`config.mk`:
```
export PLATFORM = sky130hd
export DESIGN_NAME = mul_div_unit
export DESIGN_NICKNAME = d
export VERILOG_FILES = /design/src/rtl/mul_div_unit.sv
export SDC_FILE = /design/constraint.sdc
export NUM_CORES = 1
export LEC_CHECK = 0
export BUFFER_PORTS_ARGS = -buffer_cell sky130_fd_sc_hd__buf_4
export CORE_UTILIZATION = 53
export CTS_CLUSTER_SIZE = 30
export DETAILED_ROUTE_END_ITERATION = 12
export PLACE_DENSITY = 0.69
export SLEW_MARGIN = 20
export SYNTH_ARGS = -nofsm -noshare
export SYNTH_HDL_FRONTEND = slang
export SYNTH_SLANG_ARGS = --single-unit
```
`constraint.sdc`:
```
create_clock -name Clk -period 4 [get_ports Clk]
set_input_delay 0.2 -clock Clk [delete_from_list [all_inputs] [get_ports Clk]]
set_output_delay 0.2 -clock Clk [all_outputs]
set_load 0.02 [all_outputs]
```
`src/rtl/mul_div_unit.sv`:
```
// Iterative 32-bit multiply/divide unit holding the MIPS HI/LO register pair.
// One radix-2 step per cycle; sign correction and HI/LO write in a final FIX cycle.
//
// state | meaning
// IDLE  | waiting for a request; MTHI/MTLO write HI/LO directly here
// CALC  | 32 shift-add (multiply) or restoring shift-subtract (divide) steps
// FIX   | apply result signs, write HI/LO, pulse Done
module mul_div_unit (
  input  logic        Clk,
  input  logic        Reset,
  input  logic        Start,
  input  logic [2:0]  Op,
  input  logic [31:0] A,
  input  logic [31:0] B,
  output logic [31:0] HiOut,
  output logic [31:0] LoOut,
  output logic        Busy,
  output logic        Done
);

  typedef enum logic [1:0] {
    S_IDLE = 2'd0,
    S_CALC = 2'd1,
    S_FIX  = 2'd2
  } state_t;

  localparam logic [2:0] OP_MULT  = 3'b000;
  localparam logic [2:0] OP_MULTU = 3'b001;
  localparam logic [2:0] OP_DIV   = 3'b010;
  localparam logic [2:0] OP_DIVU  = 3'b011;
  localparam logic [2:0] OP_MTHI  = 3'b100;
  localparam logic [2:0] OP_MTLO  = 3'b101;

  state_t state, state_nxt;

  logic [31:0] hi_q, lo_q;
  logic [31:0] acc_hi, acc_lo;
  logic [31:0] opnd;
  logic [31:0] a_raw;
  logic [4:0]  cnt;
  logic        is_div, is_sgn, sgn_a, sgn_b, div_zero;
  logic        done_q;

  logic        md_req;
  logic        req_sgn;
  logic [31:0] a_mag, b_mag;
  logic [32:0] mul_sum;
  logic [32:0] div_shift;
  logic        div_ge;
  logic [31:0] div_diff;
  logic [63:0] prod, prod_fix;
  logic [31:0] quo_fix, rem_fix;
  logic        neg_res;

  assign md_req  = Start && (state == S_IDLE) && !Op[2];
  assign req_sgn = !Op[0];

  // signed ops iterate on magnitudes; 0x80000000 maps to itself as an unsigned magnitude
  assign a_mag = (req_sgn && A[31]) ? (~A + 32'd1) : A;
  assign b_mag = (req_sgn && B[31]) ? (~B + 32'd1) : B;

  // multiply: acc_lo holds the multiplier and shifts right as the product fills in
  assign mul_sum = {1'b0, acc_hi} + (acc_lo[0] ? {1'b0, opnd} : 33'd0);

  // divide: acc_lo holds the dividend, shifting out into the partial remainder
  assign div_shift = {acc_hi, acc_lo[31]};
  assign div_ge    = (div_shift >= {1'b0, opnd});
  assign div_diff  = div_shift[31:0] - opnd;

  assign neg_res  = is_sgn && (sgn_a ^ sgn_b);
  assign prod     = {acc_hi, acc_lo};
  assign prod_fix = neg_res ? (~prod + 64'd1) : prod;
  assign quo_fix  = neg_res ? (~acc_lo + 32'd1) : acc_lo;
  assign rem_fix  = (is_sgn && sgn_a) ? (~acc_hi + 32'd1) : acc_hi;

  always_ff @(posedge Clk or negedge Reset) begin
    if (!Reset) begin
      state <= S_IDLE;
    end else begin
      state <= state_nxt;
    end
  end

  always_comb begin
    state_nxt = state;
    case (state)
      S_IDLE: if (md_req) state_nxt = S_CALC;
      S_CALC: if (cnt == 5'd31) state_nxt = S_FIX;
      S_FIX:  state_nxt = S_IDLE;
      default: state_nxt = S_IDLE;
    endcase
  end

  always_ff @(posedge Clk or negedge Reset) begin
    if (!Reset) begin
      hi_q     <= 32'd0;
      lo_q     <= 32'd0;
      acc_hi   <= 32'd0;
      acc_lo   <= 32'd0;
      opnd     <= 32'd0;
      a_raw    <= 32'd0;
      cnt      <= 5'd0;
      is_div   <= 1'b0;
      is_sgn   <= 1'b0;
      sgn_a    <= 1'b0;
      sgn_b    <= 1'b0;
      div_zero <= 1'b0;
      done_q   <= 1'b0;
    end else begin
      done_q <= (state == S_FIX);
      case (state)
        S_IDLE: begin
          if (Start) begin
            case (Op)
              OP_MULT, OP_MULTU, OP_DIV, OP_DIVU: begin
                acc_hi   <= 32'd0;
                acc_lo   <= Op[1] ? a_mag : b_mag;
                opnd     <= Op[1] ? b_mag : a_mag;
                a_raw    <= A;
                cnt      <= 5'd0;
                is_div   <= Op[1];
                is_sgn   <= req_sgn;
                sgn_a    <= req_sgn && A[31];
                sgn_b    <= req_sgn && B[31];
                div_zero <= (B == 32'd0);
              end
              OP_MTHI: hi_q <= A;
              OP_MTLO: lo_q <= A;
              default: ;
            endcase
          end
        end
        S_CALC: begin
          cnt <= cnt + 5'd1;
          if (is_div) begin
            acc_hi <= div_ge ? div_diff : div_shift[31:0];
            acc_lo <= {acc_lo[30:0], div_ge};
          end else begin
            acc_hi <= mul_sum[32:1];
            acc_lo <= {mul_sum[0], acc_lo[31:1]};
          end
        end
        S_FIX: begin
          if (is_div) begin
            // divide by zero reports the raw dividend, not the sign-corrected remainder
            if (div_zero) begin
              hi_q <= a_raw;
              lo_q <= 32'hFFFF_FFFF;
            end else begin
              hi_q <= rem_fix;
              lo_q <= quo_fix;
            end
          end else begin
            hi_q <= prod_fix[63:32];
            lo_q <= prod_fix[31:0];
          end
        end
        default: ;
      endcase
    end
  end

  assign HiOut = hi_q;
  assign LoOut = lo_q;
  assign Busy  = (state != S_IDLE);
  assign Done  = done_q;

endmodule

```
==> metrics.json <==
{
  "status": "completed",
  "timing.final.crit_period_ps": 3690,
  "final_antenna_net_count": 0,
  "power-per-cell-area_nw_per_um2": 965,
  "initial_core_util_pct": 54.3,
  "fp.dieW_um": 182,
  "synth.cell_area_um2": 17200,
  "synth_seq_cells": 205,
  "finalPower_mw": 19.1,
  "synth.lib_cells_used.distinct": 76,
  "mostFrequentLayoutCells": "nand2_1, a21oi_1, dfrtp_1",
  "holdCritPathClass": "input port to flip-flop",
  "drive_above_1_share_pct": 13.1,
  "vias_in_the_first_global_route": 16199,
  "vdd_drop_max_v": 0.000564,
  "timing_worst_slew_pin_value_ps": 1030,
  "maxSlewViolCount": 0,
  "syn2layout_area_growth_pct": 15.2,
  "vias": 17411,
  "clockBufferDepth": 3,
  "netlist.top_cell.by_area": "dfrtp_1",
  "fp-row-count": 65,
  "tritoncts_num_sinks": 205,
  "cts.clk_slew.worst_paths_ps": 70,
  "critPathKind": "flip-flop to flip-flop",
  "totalNegativeSetupSlack_ps": 0,
  "finalWeightedCongestion": 0.994,
  "number_of_enable_type_register_cells_in_the_synthesized_netlist": 0,
  "synthesis.nets": 2337,
  "tritoncts.num_buffers": 26,
  "drtPass1Iterations": 5,
  "cp-start-kind": "flip-flop",
  "fp.dieArea_um2": 33200,
  "max_slew_margin_pct": 31.3,
  "synth_top_flop_cell": "dfrtp_1",
  "post_synth_inst_count": 2195,
  "post-route-worst-setup-slack_ps": 309,
  "synth_top_cells_by_area": "dfrtp_1, nand2_1, a21oi_1, xnor2_1, ha_1",
  "grt_start_max_net_pins": 86,
  "cp_data_required_time_ps": 4460,
  "grt_setup_unrepaired": "false",
  "synth_largest_type_area_fraction_pct": 29.8,
  "first_iter_violations": 2063,
  "finish.utilization_pct": 62.5,
  "die_y_um": 182,
  "hp-start": "A[1]",
  "cts_root_buffer": "clkbuf_16",
  "worst_slack_placed_ps": 264,
  "dp_wirelength_um": 46600,
  "setup.worst_path.end_class": "flip-flop",
  "achievable-frequency_mhz": 271,
  "finalSetupViolCount": 0,
  "globalRouteOverflowTotal": 0,
  "layout_commonest_cell": "nand2_1",
  "drt-vias-per-instance": 6.43,
  "floorplan_core_area_um2": 31700,
  "worst_r2r_startpoint": "acc_lo[0]",
  "yosysSeqAreaShare_pct": 29.8,
  "synth_area_per_cell_um2": 7.84,
  "drv.max_cap_violation_count": 0,
  "grt_antenna_before_repair": 1,
  "p_leak_nw": 8.70,
  "routed_wirelength_um": 63800,
  "finish.net_count": 2430,
  "post-route-drc-count": 0,
  "post-route-period-util_pct": 92.3,
  "drt-wirelength-per-cell_um": 23.6,
  "n_antenna_cell": 0,
  "pin_count": 136,
  "startpoint": "acc_lo[0]",
  "grt_pass1_wl_um": 96800,
  "global_route.usage.total_pct": 37.9,
  "async_flop_share_pct": 100,
  "report.final.hold_viol_count": 0,
  "clk_latency_ps": 570,
  "place.port_buffers": 135,
  "cts_tree": "yes",
  "critical_path.max_fanout": 7,
  "timing.clock.skew_ps": 23.1,
  "yosys_warnings": 0,
  "htree_num_levels": 1,
  "worstPathArrival_ps": 4150
}
==> registers in the layout, summed over array words and instances, names as in the netlist <==
register / count
LoOut: 32
sgn_b: 1
is_div: 1
state: 2
opnd: 32
sgn_a: 1
a_raw: 32
Done: 1
HiOut: 32
acc_lo: 32
acc_hi: 32
div_zero: 1
is_sgn: 1
cnt: 5
==> power breakdown <==
part           switching (mW)  leakage [nW]  internal (mW)
combinational            7.40          5.84           5.08
clock                    1.05         0.419           1.43
sequential               1.08          2.44           3.10
total                    9.52          8.70           9.61
==> kinds of logic after synthesis <==
logic type                 synth area share (%)
AOI/OAI and AO/OA                          24.9
xor gates and xnor gates                   10.2
adders and majority gates                  5.32
buffers and inverters                      5.20
DFF                                        29.8
muxes                                      6.05
and+or+nand+nor                            18.5
==> worst max-delay path, stage by stage (launching register included) <==
cell and delay [ps]:
dfrtp_1 480, and2_1 170, ha_1 210, inv_1 80
fa_1 380, nand2b_1 200, a21oi_1 320, o2111ai_1 290
a21oi_1 260, o41ai_1 100, buf_4 150, o21ai_0 410
a31oi_1 180, xor2_1 170, o221ai_1 170
==> path summary, 6_finish.rpt <==
check | cells past startpoint | to | slack (ps)
worst max register to register | 14 | acc_hi[29] | 310
worst min register to register | 2 | a_raw[29] | 480
worst min-delay path | 3 | HiOut[1] | 50
worst max-delay path | 14 | acc_hi[29] | 310
max in group asynchronous | 3 | HiOut[9] | 2640
min in group asynchronous | 2 | a_raw[15] | 250
==> layout make-up <==
class	count	area, um^2
clock buffer	30	686
tap	402	503
clock inverter	17	191
inverter	66	251
multi-input combinational	1762	11200
fill	2867	11900
sequential	205	5130
timing repair buffer	227	1850
==> routing by layer <==
metal  up-vias  GRT usage [%]  wire length [um]
met5         -              0                 0
met4         0           14.3              2590
met3       128           7.04              6240
met2       904           56.9             27500
met1      8392           53.9             27500
li1       7987              -                 -
==> timing repair <==
| action | CTS | global route |
|---|---|---|
| hold endpoints to repair | 126 | 0 |
| resized for setup | 0 | 1 |
| setup buffers | 0 | 2 |
| hold buffers | 34 | 0 |
| setup endpoints to repair | 0 | 4 |
==> through the flow <==
stage               cells  hold slack (ps)  cell area (um^2)
floorplan            2195            -95.6             17200
global placement     2626              303             18600
detailed placement   2626              312             18600
CTS                  2707             35.5             19800
global route         2709             86.4             19800
finish               2709             53.2             19800
==> synth_stat cells (12+ instances only) <==
library cell	number
nor2b_1	13
dfrtp_1	205
nand2b_1	13
a32oi_1	24
mux2_2	24
or3_1	22
clkbuf_1	134
nor2_1	186
a31oi_1	23
or4_1	14
and2_1	17
buf_1	12
a211oi_1	15
o21ai_0	175
xnor2_1	108
nor4_1	14
a22oi_1	17
xor2_1	93
nor3_1	27
o211ai_1	27
nand3_1	27
a21oi_1	206
a2bb2oi_1	15
ha_1	70
nand2_1	313
mux2i_1	77
nand4_1	14
o31ai_1	26
inv_1	64
a21o_1	46
No activity file was read; power rests on OpenSTA's default activity.
